<file path="config.mk">
export PLATFORM = sky130hd
export DESIGN_NAME = ucie_ctl_sb_rx_decoder_flat
export DESIGN_NICKNAME = d
export VERILOG_FILES = /design/src/rtl/ucie_ctl_sb_pkg.sv /design/src/rtl/ucie_ctl_sb_rx_decoder_if.sv /design/src/rtl/ucie_ctl_sb_rx_code_lookup.sv /design/src/rtl/ucie_ctl_sb_rx_decoder.sv /design/src/flat_wrapper.sv
export SDC_FILE = /design/constraint.sdc
export NUM_CORES = 1
export LEC_CHECK = 0
export ABC_AREA = 1
export ABC_CLOCK_PERIOD_IN_PS = 4000
export CAP_MARGIN = 20
export CELL_PAD_IN_SITES_DETAIL_PLACEMENT = 1
export CELL_PAD_IN_SITES_GLOBAL_PLACEMENT = 2
export CORE_MARGIN = 10
export CORE_UTILIZATION = 32
export CTS_CLUSTER_SIZE = 30
export DETAILED_ROUTE_END_ITERATION = 6
export DONT_BUFFER_PORTS = 1
export PLACE_DENSITY_LB_ADDON = 0.1
export REMOVE_ABC_BUFFERS = 1
export SLEW_MARGIN = 25
export SYNTH_ARGS = -nofsm -noshare
export SYNTH_HDL_FRONTEND = slang
export SYNTH_SLANG_ARGS = --single-unit
</file>
<file path="constraint.sdc">
create_clock -name i_clk -period 4 [get_ports i_clk]
set_clock_uncertainty 0.2 [all_clocks]
set_input_delay 0.6 -clock i_clk [delete_from_list [all_inputs] [get_ports i_clk]]
set_output_delay 0.6 -clock i_clk [all_outputs]
set_load 0.02 [all_outputs]
</file>
<file path="src/rtl/ucie_ctl_sb_pkg.sv">
// Sideband message constants shared by the RX decoder and the TX code register files:
// opcode/msgcode/subcode tables, header bit positions and the decoder state encoding.
package ucie_ctl_sb_pkg;

    localparam int unsigned HDR_W        = 64;
    localparam int unsigned OPC_W        = 5;
    localparam int unsigned MSGC_W       = 8;
    localparam int unsigned SUBC_W       = 8;
    localparam int unsigned INFO_W       = 16;
    localparam int unsigned N_CODES      = 4;

    localparam int unsigned HDR_OPC_LSB  = 0;
    localparam int unsigned HDR_MSGC_LSB = 14;
    localparam int unsigned HDR_SUBC_LSB = 32;
    localparam int unsigned HDR_INFO_LSB = 40;
    localparam int unsigned HDR_DP_BIT   = 62;
    localparam int unsigned HDR_CP_BIT   = 63;

    localparam logic [OPC_W-1:0] OPC_MSG_NODATA = 5'b10010;
    localparam logic [OPC_W-1:0] OPC_MSG_DATA   = 5'b11011;

    // Element [i] is the code reported as index i.
    localparam logic [N_CODES-1:0][MSGC_W-1:0] MSGCODE_TBL = {8'h09, 8'h04, 8'h03, 8'h01};
    localparam logic [N_CODES-1:0][SUBC_W-1:0] SUBCODE_TBL = {8'h09, 8'h02, 8'h01, 8'h00};

    typedef enum logic [1:0] {
        SB_RX_IDLE,
        SB_RX_DATA,
        SB_RX_OUT
    } sb_rx_state_e;

    function automatic logic hdr_cp_ok(input logic [HDR_W-1:0] hdr);
        return hdr[HDR_CP_BIT] == (^hdr[HDR_DP_BIT-1:0]);
    endfunction

endpackage

</file>
<file path="src/rtl/ucie_ctl_sb_rx_decoder_if.sv">
// Sideband RX decoder bus: word input handshake, decoded message handshake and error reporting.
interface ucie_ctl_sb_rx_decoder_if #(
    parameter int unsigned ERR_CNT_WIDTH = 8
);
    logic                     i_sb_valid;
    logic [63:0]              i_sb_data;
    logic                     o_sb_ready;
    logic                     o_msg_valid;
    logic                     i_msg_ready;
    logic                     o_op_addr;
    logic [1:0]               o_msg_addr;
    logic [1:0]               o_sub_addr;
    logic [15:0]              o_info_code;
    logic [63:0]              o_data;
    logic                     o_err_opcode;
    logic                     o_err_parity;
    logic                     o_err_code;
    logic [ERR_CNT_WIDTH-1:0] o_err_cnt;

    modport master (
        output i_sb_valid, i_sb_data, i_msg_ready,
        input  o_sb_ready, o_msg_valid, o_op_addr, o_msg_addr, o_sub_addr,
               o_info_code, o_data, o_err_opcode, o_err_parity, o_err_code, o_err_cnt
    );

    modport slave (
        input  i_sb_valid, i_sb_data, i_msg_ready,
        output o_sb_ready, o_msg_valid, o_op_addr, o_msg_addr, o_sub_addr,
               o_info_code, o_data, o_err_opcode, o_err_parity, o_err_code, o_err_cnt
    );
endinterface

</file>
<file path="src/rtl/ucie_ctl_sb_rx_code_lookup.sv">
// Combinational map from raw opcode/msgcode/subcode to compact indices with hit flags.
module ucie_ctl_sb_rx_code_lookup
    import ucie_ctl_sb_pkg::*;
(
    input  logic [OPC_W-1:0]  opcode_i,
    input  logic [MSGC_W-1:0] msgcode_i,
    input  logic [SUBC_W-1:0] subcode_i,
    output logic              op_hit_o,
    output logic              op_idx_o,
    output logic              msg_hit_o,
    output logic [1:0]        msg_idx_o,
    output logic              sub_hit_o,
    output logic [1:0]        sub_idx_o
);

    always_comb begin
        op_hit_o  = 1'b0;
        op_idx_o  = 1'b0;
        msg_hit_o = 1'b0;
        msg_idx_o = '0;
        sub_hit_o = 1'b0;
        sub_idx_o = '0;

        if (opcode_i == OPC_MSG_NODATA) begin
            op_hit_o = 1'b1;
        end else if (opcode_i == OPC_MSG_DATA) begin
            op_hit_o = 1'b1;
            op_idx_o = 1'b1;
        end

        for (int unsigned i = 0; i < N_CODES; i++) begin
            if (msgcode_i == MSGCODE_TBL[i[1:0]]) begin
                msg_hit_o = 1'b1;
                msg_idx_o = i[1:0];
            end
            if (subcode_i == SUBCODE_TBL[i[1:0]]) begin
                sub_hit_o = 1'b1;
                sub_idx_o = i[1:0];
            end
        end
    end

endmodule

</file>
<file path="src/rtl/ucie_ctl_sb_rx_decoder.sv">
// Sideband RX decoder: accepts header (+ optional payload) words, checks opcode/parity/codes,
// presents a registered decoded message or drops it with a one-cycle error pulse.
module ucie_ctl_sb_rx_decoder
    import ucie_ctl_sb_pkg::*;
#(
    parameter int unsigned ERR_CNT_WIDTH = 8
) (
    input  logic                     i_clk,
    input  logic                     i_rst,
    ucie_ctl_sb_rx_decoder_if.slave  sb
);

    localparam logic [ERR_CNT_WIDTH-1:0] CNT_ONE = {{(ERR_CNT_WIDTH-1){1'b0}}, 1'b1};

    sb_rx_state_e             state_q, state_d;
    logic [HDR_W-1:0]         hdr_q, hdr_d;
    logic                     msg_valid_q, msg_valid_d;
    logic                     op_addr_q, op_addr_d;
    logic [1:0]               msg_addr_q, msg_addr_d;
    logic [1:0]               sub_addr_q, sub_addr_d;
    logic [INFO_W-1:0]        info_q, info_d;
    logic [63:0]              data_q, data_d;
    logic                     err_opc_q, err_opc_d;
    logic                     err_par_q, err_par_d;
    logic                     err_code_q, err_code_d;
    logic [ERR_CNT_WIDTH-1:0] err_cnt_q, err_cnt_d;

    logic [HDR_W-1:0] lk_hdr;
    logic             accept;
    logic             cp_ok;
    logic             op_hit, op_idx, msg_hit, sub_hit;
    logic [1:0]       msg_idx, sub_idx;
    logic             deliver, drop;

    // One lookup serves both phases: live header in IDLE, the stored header in DATA.
    assign lk_hdr = (state_q == SB_RX_DATA) ? hdr_q : sb.i_sb_data;
    assign accept = sb.i_sb_valid && (state_q != SB_RX_OUT);
    assign cp_ok  = hdr_cp_ok(lk_hdr);

    ucie_ctl_sb_rx_code_lookup u_code_lookup (
        .opcode_i  (lk_hdr[HDR_OPC_LSB  +: OPC_W]),
        .msgcode_i (lk_hdr[HDR_MSGC_LSB +: MSGC_W]),
        .subcode_i (lk_hdr[HDR_SUBC_LSB +: SUBC_W]),
        .op_hit_o  (op_hit),
        .op_idx_o  (op_idx),
        .msg_hit_o (msg_hit),
        .msg_idx_o (msg_idx),
        .sub_hit_o (sub_hit),
        .sub_idx_o (sub_idx)
    );

    always_comb begin
        state_d     = state_q;
        hdr_d       = hdr_q;
        msg_valid_d = msg_valid_q;
        op_addr_d   = op_addr_q;
        msg_addr_d  = msg_addr_q;
        sub_addr_d  = sub_addr_q;
        info_d      = info_q;
        data_d      = data_q;
        err_opc_d   = 1'b0;
        err_par_d   = 1'b0;
        err_code_d  = 1'b0;
        err_cnt_d   = err_cnt_q;
        deliver     = 1'b0;
        drop        = 1'b0;

        unique case (state_q)
            SB_RX_IDLE: begin
                if (accept) begin
                    if (!op_hit) begin
                        drop      = 1'b1;
                        err_opc_d = 1'b1;
                    end else if (op_idx) begin
                        hdr_d   = sb.i_sb_data;
                        state_d = SB_RX_DATA;
                    end else if (!cp_ok || lk_hdr[HDR_DP_BIT]) begin
                        drop      = 1'b1;
                        err_par_d = 1'b1;
                    end else if (!(msg_hit && sub_hit)) begin
                        drop       = 1'b1;
                        err_code_d = 1'b1;
                    end else begin
                        deliver = 1'b1;
                    end
                end
            end
            SB_RX_DATA: begin
                if (accept) begin
                    if (!cp_ok || (lk_hdr[HDR_DP_BIT] != (^sb.i_sb_data))) begin
                        drop      = 1'b1;
                        err_par_d = 1'b1;
                    end else if (!(msg_hit && sub_hit)) begin
                        drop       = 1'b1;
                        err_code_d = 1'b1;
                    end else begin
                        deliver = 1'b1;
                    end
                end
            end
            SB_RX_OUT: begin
                if (sb.i_msg_ready) begin
                    state_d     = SB_RX_IDLE;
                    msg_valid_d = 1'b0;
                end
            end
            default: state_d = SB_RX_IDLE;
        endcase

        if (deliver) begin
            state_d     = SB_RX_OUT;
            msg_valid_d = 1'b1;
            op_addr_d   = op_idx;
            msg_addr_d  = msg_idx;
            sub_addr_d  = sub_idx;
            info_d      = lk_hdr[HDR_INFO_LSB +: INFO_W];
            data_d      = (state_q == SB_RX_DATA) ? sb.i_sb_data : '0;
        end

        if (drop) begin
            state_d = SB_RX_IDLE;
            if (err_cnt_q != '1) begin
                err_cnt_d = err_cnt_q + CNT_ONE;
            end
        end
    end

    always_ff @(posedge i_clk or negedge i_rst) begin
        if (!i_rst) begin
            state_q     <= SB_RX_IDLE;
            hdr_q       <= '0;
            msg_valid_q <= 1'b0;
            op_addr_q   <= 1'b0;
            msg_addr_q  <= '0;
            sub_addr_q  <= '0;
            info_q      <= '0;
            data_q      <= '0;
            err_opc_q   <= 1'b0;
            err_par_q   <= 1'b0;
            err_code_q  <= 1'b0;
            err_cnt_q   <= '0;
        end else begin
            state_q     <= state_d;
            hdr_q       <= hdr_d;
            msg_valid_q <= msg_valid_d;
            op_addr_q   <= op_addr_d;
            msg_addr_q  <= msg_addr_d;
            sub_addr_q  <= sub_addr_d;
            info_q      <= info_d;
            data_q      <= data_d;
            err_opc_q   <= err_opc_d;
            err_par_q   <= err_par_d;
            err_code_q  <= err_code_d;
            err_cnt_q   <= err_cnt_d;
        end
    end

    assign sb.o_sb_ready   = (state_q != SB_RX_OUT);
    assign sb.o_msg_valid  = msg_valid_q;
    assign sb.o_op_addr    = op_addr_q;
    assign sb.o_msg_addr   = msg_addr_q;
    assign sb.o_sub_addr   = sub_addr_q;
    assign sb.o_info_code  = info_q;
    assign sb.o_data       = data_q;
    assign sb.o_err_opcode = err_opc_q;
    assign sb.o_err_parity = err_par_q;
    assign sb.o_err_code   = err_code_q;
    assign sb.o_err_cnt    = err_cnt_q;

endmodule

</file>
<file path="src/flat_wrapper.sv">
// flat-port wrapper written by rule: the top's interface ports become plain ports
module ucie_ctl_sb_rx_decoder_flat import ucie_ctl_sb_pkg::*;
#(
    parameter int unsigned ERR_CNT_WIDTH = 8
)
  (i_clk, i_rst, sb_i_sb_valid, sb_i_sb_data, sb_i_msg_ready, sb_o_sb_ready, sb_o_msg_valid, sb_o_op_addr, sb_o_msg_addr, sb_o_sub_addr, sb_o_info_code, sb_o_data, sb_o_err_opcode, sb_o_err_parity, sb_o_err_code, sb_o_err_cnt);
  ucie_ctl_sb_rx_decoder_if #(.ERR_CNT_WIDTH(ERR_CNT_WIDTH)) sb_i ();
  input  logic i_clk;
  input  logic i_rst;
  input wire logic [$bits(sb_i.i_sb_valid)-1:0] sb_i_sb_valid;
  input wire logic [$bits(sb_i.i_sb_data)-1:0] sb_i_sb_data;
  input wire logic [$bits(sb_i.i_msg_ready)-1:0] sb_i_msg_ready;
  output wire logic [$bits(sb_i.o_sb_ready)-1:0] sb_o_sb_ready;
  output wire logic [$bits(sb_i.o_msg_valid)-1:0] sb_o_msg_valid;
  output wire logic [$bits(sb_i.o_op_addr)-1:0] sb_o_op_addr;
  output wire logic [$bits(sb_i.o_msg_addr)-1:0] sb_o_msg_addr;
  output wire logic [$bits(sb_i.o_sub_addr)-1:0] sb_o_sub_addr;
  output wire logic [$bits(sb_i.o_info_code)-1:0] sb_o_info_code;
  output wire logic [$bits(sb_i.o_data)-1:0] sb_o_data;
  output wire logic [$bits(sb_i.o_err_opcode)-1:0] sb_o_err_opcode;
  output wire logic [$bits(sb_i.o_err_parity)-1:0] sb_o_err_parity;
  output wire logic [$bits(sb_i.o_err_code)-1:0] sb_o_err_code;
  output wire logic [$bits(sb_i.o_err_cnt)-1:0] sb_o_err_cnt;
  assign sb_i.i_sb_valid = sb_i_sb_valid;
  assign sb_i.i_sb_data = sb_i_sb_data;
  assign sb_i.i_msg_ready = sb_i_msg_ready;
  assign sb_o_sb_ready = sb_i.o_sb_ready;
  assign sb_o_msg_valid = sb_i.o_msg_valid;
  assign sb_o_op_addr = sb_i.o_op_addr;
  assign sb_o_msg_addr = sb_i.o_msg_addr;
  assign sb_o_sub_addr = sb_i.o_sub_addr;
  assign sb_o_info_code = sb_i.o_info_code;
  assign sb_o_data = sb_i.o_data;
  assign sb_o_err_opcode = sb_i.o_err_opcode;
  assign sb_o_err_parity = sb_i.o_err_parity;
  assign sb_o_err_code = sb_i.o_err_code;
  assign sb_o_err_cnt = sb_i.o_err_cnt;
  ucie_ctl_sb_rx_decoder #(.ERR_CNT_WIDTH(ERR_CNT_WIDTH)) u_core (.i_clk(i_clk), .i_rst(i_rst), .sb(sb_i));
endmodule
</file>
# --- Yosys cells after proc, flatten, opt, wreduce, memory -nomap -nowiden ---
# Cells that the tools add are included.
# W data, S select, Z words.
word_totals:
  out_inout_bits: 98
  input_bits: 68
  reg_bits: 163
  wordCells: 110
classes:
  n_addsub: 1
  n_mux: 62
  n_eq_ne: 20
  n_reduce_logical: 15
ops:
  columns: ["cell", "n"]
  rows:
  - ["$mux W64", 2]
  - ["$reduce_xor A64 Y1", 1]
  - ["$reduce_xor A62 Y1", 1]
  - ["$mux W1", 45]
  - ["$mux W2", 10]
  - ["$eq A8 B1 Y1 const B", 2]
  - ["$eq A8 B2 Y1 const B", 2]
  - ["$eq A8 B4 Y1 const B", 2]
  - ["$ne A4 B1 Y1 const B", 3]
  - ["$eq A5 B5 Y1 const B", 2]
  - ["$add A8 B1 Y8 const B", 1]
  - ["$eq A8 B3 Y1 const B", 1]
  - ["$logic_not A8 Y1", 1]
  - ["$ne A8 B8 Y1 const B", 1]
  - ["$pmux W1 S2", 4]
  - ["$pmux W2 S3", 1]
  - ["$reduce_and A5 Y1", 1]
  - ["$ne A4 B2 Y1 const B", 1]
  - ["$reduce_and A2 Y1", 2]
  - ["$reduce_and A4 Y1", 1]
  - ["$reduce_bool A2 Y1", 2]
  - ["$ne A3 B1 Y1 const B", 1]
  - ["$eq A2 B1 Y1 const B", 1]
  - ["$eq A2 B2 Y1 const B", 1]
  - ["other kinds (7)", 9]

# --- Depth between registers and ports, before layout ---
logic_depth:
  ltp_word: 16
  mapped_depth: 34
  mapped_depth_nobuf: 28

# --- Modules after synthesis ---
# Synthesis repeated with hierarchy kept, for this count alone.
hier_totals:
  cells_unflattened: 1567
  hier_area_um2: 10137.2
modules_own_cells:
  columns: ["mod", "instances", "area_per_inst_um2", "seq_area_each_um2", "cells_each"]
  rows:
  - ["ucie_ctl_sb_rx_decoder", 1, 9944.5, 4078.9, 1521]
  - ["ucie_ctl_sb_rx_code_lookup", 1, 192.7, 0.0, 46]

# --- Worst setup path after synthesis ---
# Ideal clock, no wire load.
synth_timing:
  path_type: "reg2reg"
  start: "register u_core.state_q[1]"
  end: "register u_core.data_q[40] (netlist: u_core.sb.o_data[40])"
  t_required_ps: 3679
  path_buffers: 7
  arrival_ps: 3635
  path_slack_ps: 44
  synth_period_minus_slack_ps: 3956
  path_stages_with_launch: 34
  path_cell_list: "dfrtp_1 > buf_6 > inv_6 > nand2_8 > buf_6 > buf_4 > clkbuf_1 > clkbuf_1 > o21ai_0 > ha_1 > xnor2_1 > nand2_1 > nand2_1 > inv_1 > nand2_1 > nand2_1 > nand2_1 > nand2_1 > nand2_1 > nand2_1 > nand2_1 > nand2_1 > nand2_1 > nand2_1 > nand2_1 > nand2_1 > nor2_2 > nand2_1 > nand2_2 > nand2_4 > buf_6 > buf_6 > nand2_1 > o21ai_1"
synth_between:
  elab_chain_cells: 14
  word_cells_on_any_way: 42
synth_lines:
  columns: ["item", "line", "rtl"]
  rows:
  - ["start, declared", "ucie_ctl_sb_rx_decoder.sv:15", "sb_rx_state_e state_q, state_d;"]
  - ["start signal, assigned", "ucie_ctl_sb_rx_decoder.sv:143", "state_q <= state_d;"]
  - ["$eq A2 B1 Y1", "ucie_ctl_sb_rx_decoder.sv:36, ucie_ctl_sb_rx_decoder.sv:68, ucie_ctl_sb_rx_decoder.sv:117", null]
  - ["$mux W64", "ucie_ctl_sb_rx_decoder.sv:36", "assign lk_hdr = (state_q == SB_RX_DATA) ? hdr_q : sb.i_sb_data;"]
  - ["$eq A8 B1 Y1 / $logic_not A8 Y1 (equally long branches)", "ucie_ctl_sb_rx_code_lookup.sv:32, ucie_ctl_sb_rx_code_lookup.sv:36", null]
  - ["$mux W1, on equally long branches (4 in a row)", "ucie_ctl_sb_rx_code_lookup.sv:32, ucie_ctl_sb_rx_code_lookup.sv:36", null]
  - ["$logic_and A1 B1 Y1", "ucie_ctl_sb_rx_decoder.sv:80, ucie_ctl_sb_rx_decoder.sv:93", null]
  - ["$mux W1", "ucie_ctl_sb_rx_decoder.sv:80, ucie_ctl_sb_rx_decoder.sv:93", null]
  - ["$mux W1", "ucie_ctl_sb_rx_decoder.sv:77", "end else if (!cp_ok || lk_hdr[HDR_DP_BIT]) begin"]
  - ["$mux W1", "ucie_ctl_sb_rx_decoder.sv:74", "end else if (op_idx) begin"]
  - ["$mux W1", "ucie_ctl_sb_rx_decoder.sv:71", "if (!op_hit) begin"]
  - ["$mux W1", "ucie_ctl_sb_rx_decoder.sv:70", "if (accept) begin"]
  - ["$pmux W1 S2", "ucie_ctl_sb_rx_decoder.sv:68", "unique case (state_q)"]
  - ["end signal, assigned", "ucie_ctl_sb_rx_decoder.sv:150", "data_q <= data_d;"]
  - ["end, declared", "ucie_ctl_sb_rx_decoder.sv:22", "logic [63:0] data_q, data_d;"]
# Several ways; a longest one is shown, not always the timed one.
# A chain may end at the register's enable or synchronous reset.

# --- Final worst setup path ---
layout_timing:
  start: "register u_core.state_q[0]"
  end: "register u_core.info_q[2] (netlist: u_core.sb.o_info_code[2])"
layout_between:
  elab_chain_cells: 14
  word_cells_on_any_way: 41
layout_lines:
  columns: ["item", "line", "rtl"]
  rows:
  - ["$eq A2 B1 Y1", "ucie_ctl_sb_rx_decoder.sv:36, ucie_ctl_sb_rx_decoder.sv:68", null]
  - ["$mux W64", "ucie_ctl_sb_rx_decoder.sv:36", null]
  - ["$eq A8 B1 Y1 / $logic_not A8 Y1 (equally long branches)", "ucie_ctl_sb_rx_code_lookup.sv:32, ucie_ctl_sb_rx_code_lookup.sv:36", null]
  - ["$mux W1, on equally long branches (4 in a row)", "ucie_ctl_sb_rx_code_lookup.sv:32, ucie_ctl_sb_rx_code_lookup.sv:36", null]
  - ["$logic_and A1 B1 Y1", "ucie_ctl_sb_rx_decoder.sv:80, ucie_ctl_sb_rx_decoder.sv:93", null]
  - ["$mux W1", "ucie_ctl_sb_rx_decoder.sv:80, ucie_ctl_sb_rx_decoder.sv:93", null]
  - ["$mux W1", "ucie_ctl_sb_rx_decoder.sv:77", null]
  - ["$mux W1", "ucie_ctl_sb_rx_decoder.sv:74", null]
  - ["$mux W1", "ucie_ctl_sb_rx_decoder.sv:71", null]
  - ["$mux W1", "ucie_ctl_sb_rx_decoder.sv:70", null]
  - ["$pmux W1 S2", "ucie_ctl_sb_rx_decoder.sv:68", null]
  - ["end signal, assigned", "ucie_ctl_sb_rx_decoder.sv:149", "info_q <= info_d;"]
  - ["end, declared", "ucie_ctl_sb_rx_decoder.sv:21", "logic [INFO_W-1:0] info_q, info_d;"]
# Several ways; a longest one is shown, not always the timed one.

==> results.tsv <==
stage	metric	value	unit
timing	crit path time final	3.77	ns
timing	Rel. slew slack	12.2	%
timing	Max Slew Vio Count	0	
synthesis	Mapped Cells	1399	
routing	wire per inst	17.7	µm
timing	Fmax	0.266	GHz
flow_run	MaxCap Viol Count	0	
routing	First DRT Iteration DRCs	333	
clock_network	H-Tree Depth	4	
critical_path	Worst setup SP type	flip-flop	
global_route	Tot GR Track Use	15.7	%
global_route	largest net degree at the start of global routing	164	
synthesis	syn avg cell area	6.93	µm²
floorplan	DIE WIDTH	194	µm
placement	placed cell count	1751	
timing	worst setup margin	0.234	ns
synthesis	Synth cell types	35	
routing	Post-DRT Antenna Nets	0	
critical_path	WP data required	4.13	ns
routing	DRC violations left	0	
timing	endpoints failing setup	0	
final_layout	commonest non-fill, non-tap cell in the layout	nand2_1	
critical_path	RR Startpoint	u_core.state_q[0]	
synthesis	Synth warnings	0	
critical_path	kind of cell adding the most delay to the critical path	simple AND/OR/NAND/NOR gates	
placement	hpwl dp	21100	µm
pwr	cell leakage power	5.91	nW
floorplan	Core Area	29800	µm²
status	failing checks	negative hold slack	
critical_path	reg-to-reg setup timing slack	0.23	ns
floorplan	Die H	194	µm
global_route	initial antenna violation count	0	
synthesis	total of flip-flops plus latches after synthesis	163	
critical_path	worst endpoint data arrival time	3.89	ns
critical_path	Critical Path Start	u_core.state_q[0]	
floorplan	Starting Density	32.6	%
final_layout	FILL cells	3737	
critical_path	CP dominant cell by count	nand2_1	
clock_network	Clk Tree Root Cell	clkbuf_16	
placement	dpl ws	-0.0455	ns
critical_path	CP endpoint	u_core.sb.o_info_code[2]	
synthesis	Mapped Area	9700	µm²
final_layout	nets	1492	
timing	Final Hold Vio Count	163	
timing	Slew @ Worst Pin	1.31	ns
timing	post-route clock period utilization	94.2	%
global_route	first-pass GRT wire length	48300	µm
clock_network	clk sink count	163	
final_layout	Multi-input gate area	4980	µm²
floorplan	Die Footprint	37700	µm²
global_route	vias in the first global route	8756	
routing	final wirelength	32100	µm
critical_path	Stages on worst setup path	28	
routing	DR vias/cell	4.80	
pwr	Power Density	433	nW/µm²
clock_network	cts bufs inserted	17	
placement	gpl congestion	0.729	
critical_path	crit end category	flip-flop	
final_layout	# diodes	0	
critical_path	CP Buf/Inv Count	7	
routing	via count	8700	
global_route	gr ovfl total	0	
clock_network	Max Buffers Root-to-Sink	2	
critical_path	Worst R2R Path Depth	28	
timing	setup TNS	0	ns
final_layout	Layout Cells excl Fill	1813	
synthesis	sequential fraction of the synthesis area	42.1	%
final_layout	sequential cell area	4080	µm²
pwr	Design Power	4.91	mW
worst_hold_path	Hold WC Path Type	input port to async pin	
status	status	finished, violations left	
timing	Final Hold Slack	-0.351	ns
routing	drt pass-1 iters	4	
placement	Port Buffers	0	
pwr	Worst VDD drop	0.000285	V
clock_network	Clock transition at path regs	0.08	ns
floorplan	I/O pin count	166	
critical_path	RR Endpoint	u_core.sb.o_info_code[2]	
critical_path	slowest CP cell	dfrtp_2	
final_layout	synth-to-layout area growth	17.0	%
clock_network	TritonCTS clock tree	done	
critical_path	peak fanout along the critical path	21	
final_layout	most frequent cells in the layout	631 x nand2_1, 161 x dfrtp_1, 149 x inv_1	
clock_network	worst skew pair latency	0.45	ns
critical_path	critical path class	flip-flop to flip-flop	
critical_path	Max stage delay on crit path	0.51	ns
final_layout	share of cells above drive strength 1	9.42	%
floorplan	row count	63	
[state kept, by name, summed over array words and instances, names as in the netlist, 2 cells and up]
| name | cells |
|---|---|
| u_core.hdr_q | 64 |
| u_core.sb.o_data | 64 |
| u_core.sb.o_info_code | 16 |
| u_core.sb.o_err_cnt | 8 |
| u_core.sb.o_msg_addr | 2 |
| u_core.sb.o_sub_addr | 2 |
| u_core.state_q | 2 |
[kinds of logic after synthesis]
kind of cell,synth area share [%]
flip-flops,42.1
XOR/XNOR,4.70
AND/OR/NAND/NOR,31.1
adder cells (fa/ha/maj),1.81
buffers and inverters,9.67
AO/OA/AOI/OAI,10.7
[routing by layer]
metal / wire length (µm) / part of all wire [%] / GRT usage [%]
met5: 0 / 0 / 0
met4: 193 / 0.60 / 2.98
met3: 1720 / 5.3 / 4.75
met2: 14600 / 45 / 24.7
met1: 15600 / 49 / 20.7
[cell type report]
| cell class | count | area share (%) |
|---|---|---|
| clock buffer | 17 | 3.75 |
| clock inverter | 15 | 1.65 |
| inverter | 152 | 5.09 |
| multi-input combinational | 1032 | 43.9 |
| sequential | 163 | 36.0 |
| tap | 390 | 4.30 |
| timing repair buffer | 44 | 5.30 |
[report_power, final]
| part | total [mW] | internal (mW) | switching [mW] |
|---|---|---|---|
| Sequential | 2.05 | 1.86 | 0.197 |
| Combinational | 1.08 | 0.423 | 0.659 |
| Clock | 1.77 | 0.953 | 0.821 |
[worst register-to-register path, delay by kind of cell, from the launching register on]
family	cells	cell delay, ns
buffers and inverters	7	1.02
and+or+nand+nor	20	1.86
DFF	1	0.51
AOI/OAI and AO/OA	1	0.06
[timing repair]
action,4_1_cts,5_1_grt
buffers inserted,0,14
pin swaps,0,30
gates cloned,2,14
setup endpoints to repair,68,95
resized for setup,5,62
endpoints found under the hold margin,163,163
[synth_stat cells]
master      n  area [µm²]
a21boi_0    1        7.51
a21oi_1    10        50.1
a31oi_1     1        6.26
buf_1       3        11.3
buf_2       7        35.0
buf_4       6        45.0
buf_6      14         158
clkbuf_1   29         109
clkbuf_2    1        5.00
dfrtp_1   163        4080
ha_1       14         175
inv_1     150         563
inv_2       1        3.75
inv_6       1        8.76
nand2_1   646        2420
nand2_2     2        12.5
nand2_4     1        11.3
nand2_8     1        20.0
nand2b_1    1        6.26
nand3_1    71         355
nand3b_1    4        30.0
nand4_1     3        18.8
nor2_1     19        71.3
nor2_2      2        12.5
nor2_4      1        11.3
nor3_1      4        20.0
nor3b_1     1        7.51
o21ai_0    90         450
o21ai_1    89         445
o21ai_2     6        52.6
o31ai_1     1        7.51
o41ai_1     2        17.5
or2_2       2        12.5
xnor2_1    39         342
xor2_1     13         114
[metrics by stage]
stage | util, % | instance area (µm²)
floorplan | - | 9340
global placement | 33.8 | 10100
detailed placement | 33.8 | 10100
CTS | 36.0 | 10700
global route | 38.1 | 11300
finish | 38.1 | 11300
[worst min path at each step]
stage,from,end,slack (ns),cells past startpoint
after global routing,i_rst,u_core.sb.o_data[10],-0.38,0
after global placement,i_rst,u_core.sb.o_data[10],0.11,0
after CTS,i_rst,u_core.sb.o_data[10],-0.37,0
final,i_rst,u_core.sb.o_data[10],-0.35,0
after detailed placement,i_rst,u_core.sb.o_data[10],0.11,0
after floorplan,i_rst,u_core.hdr_q[0],0.10,0
Power figures use the tool's default switching activity.
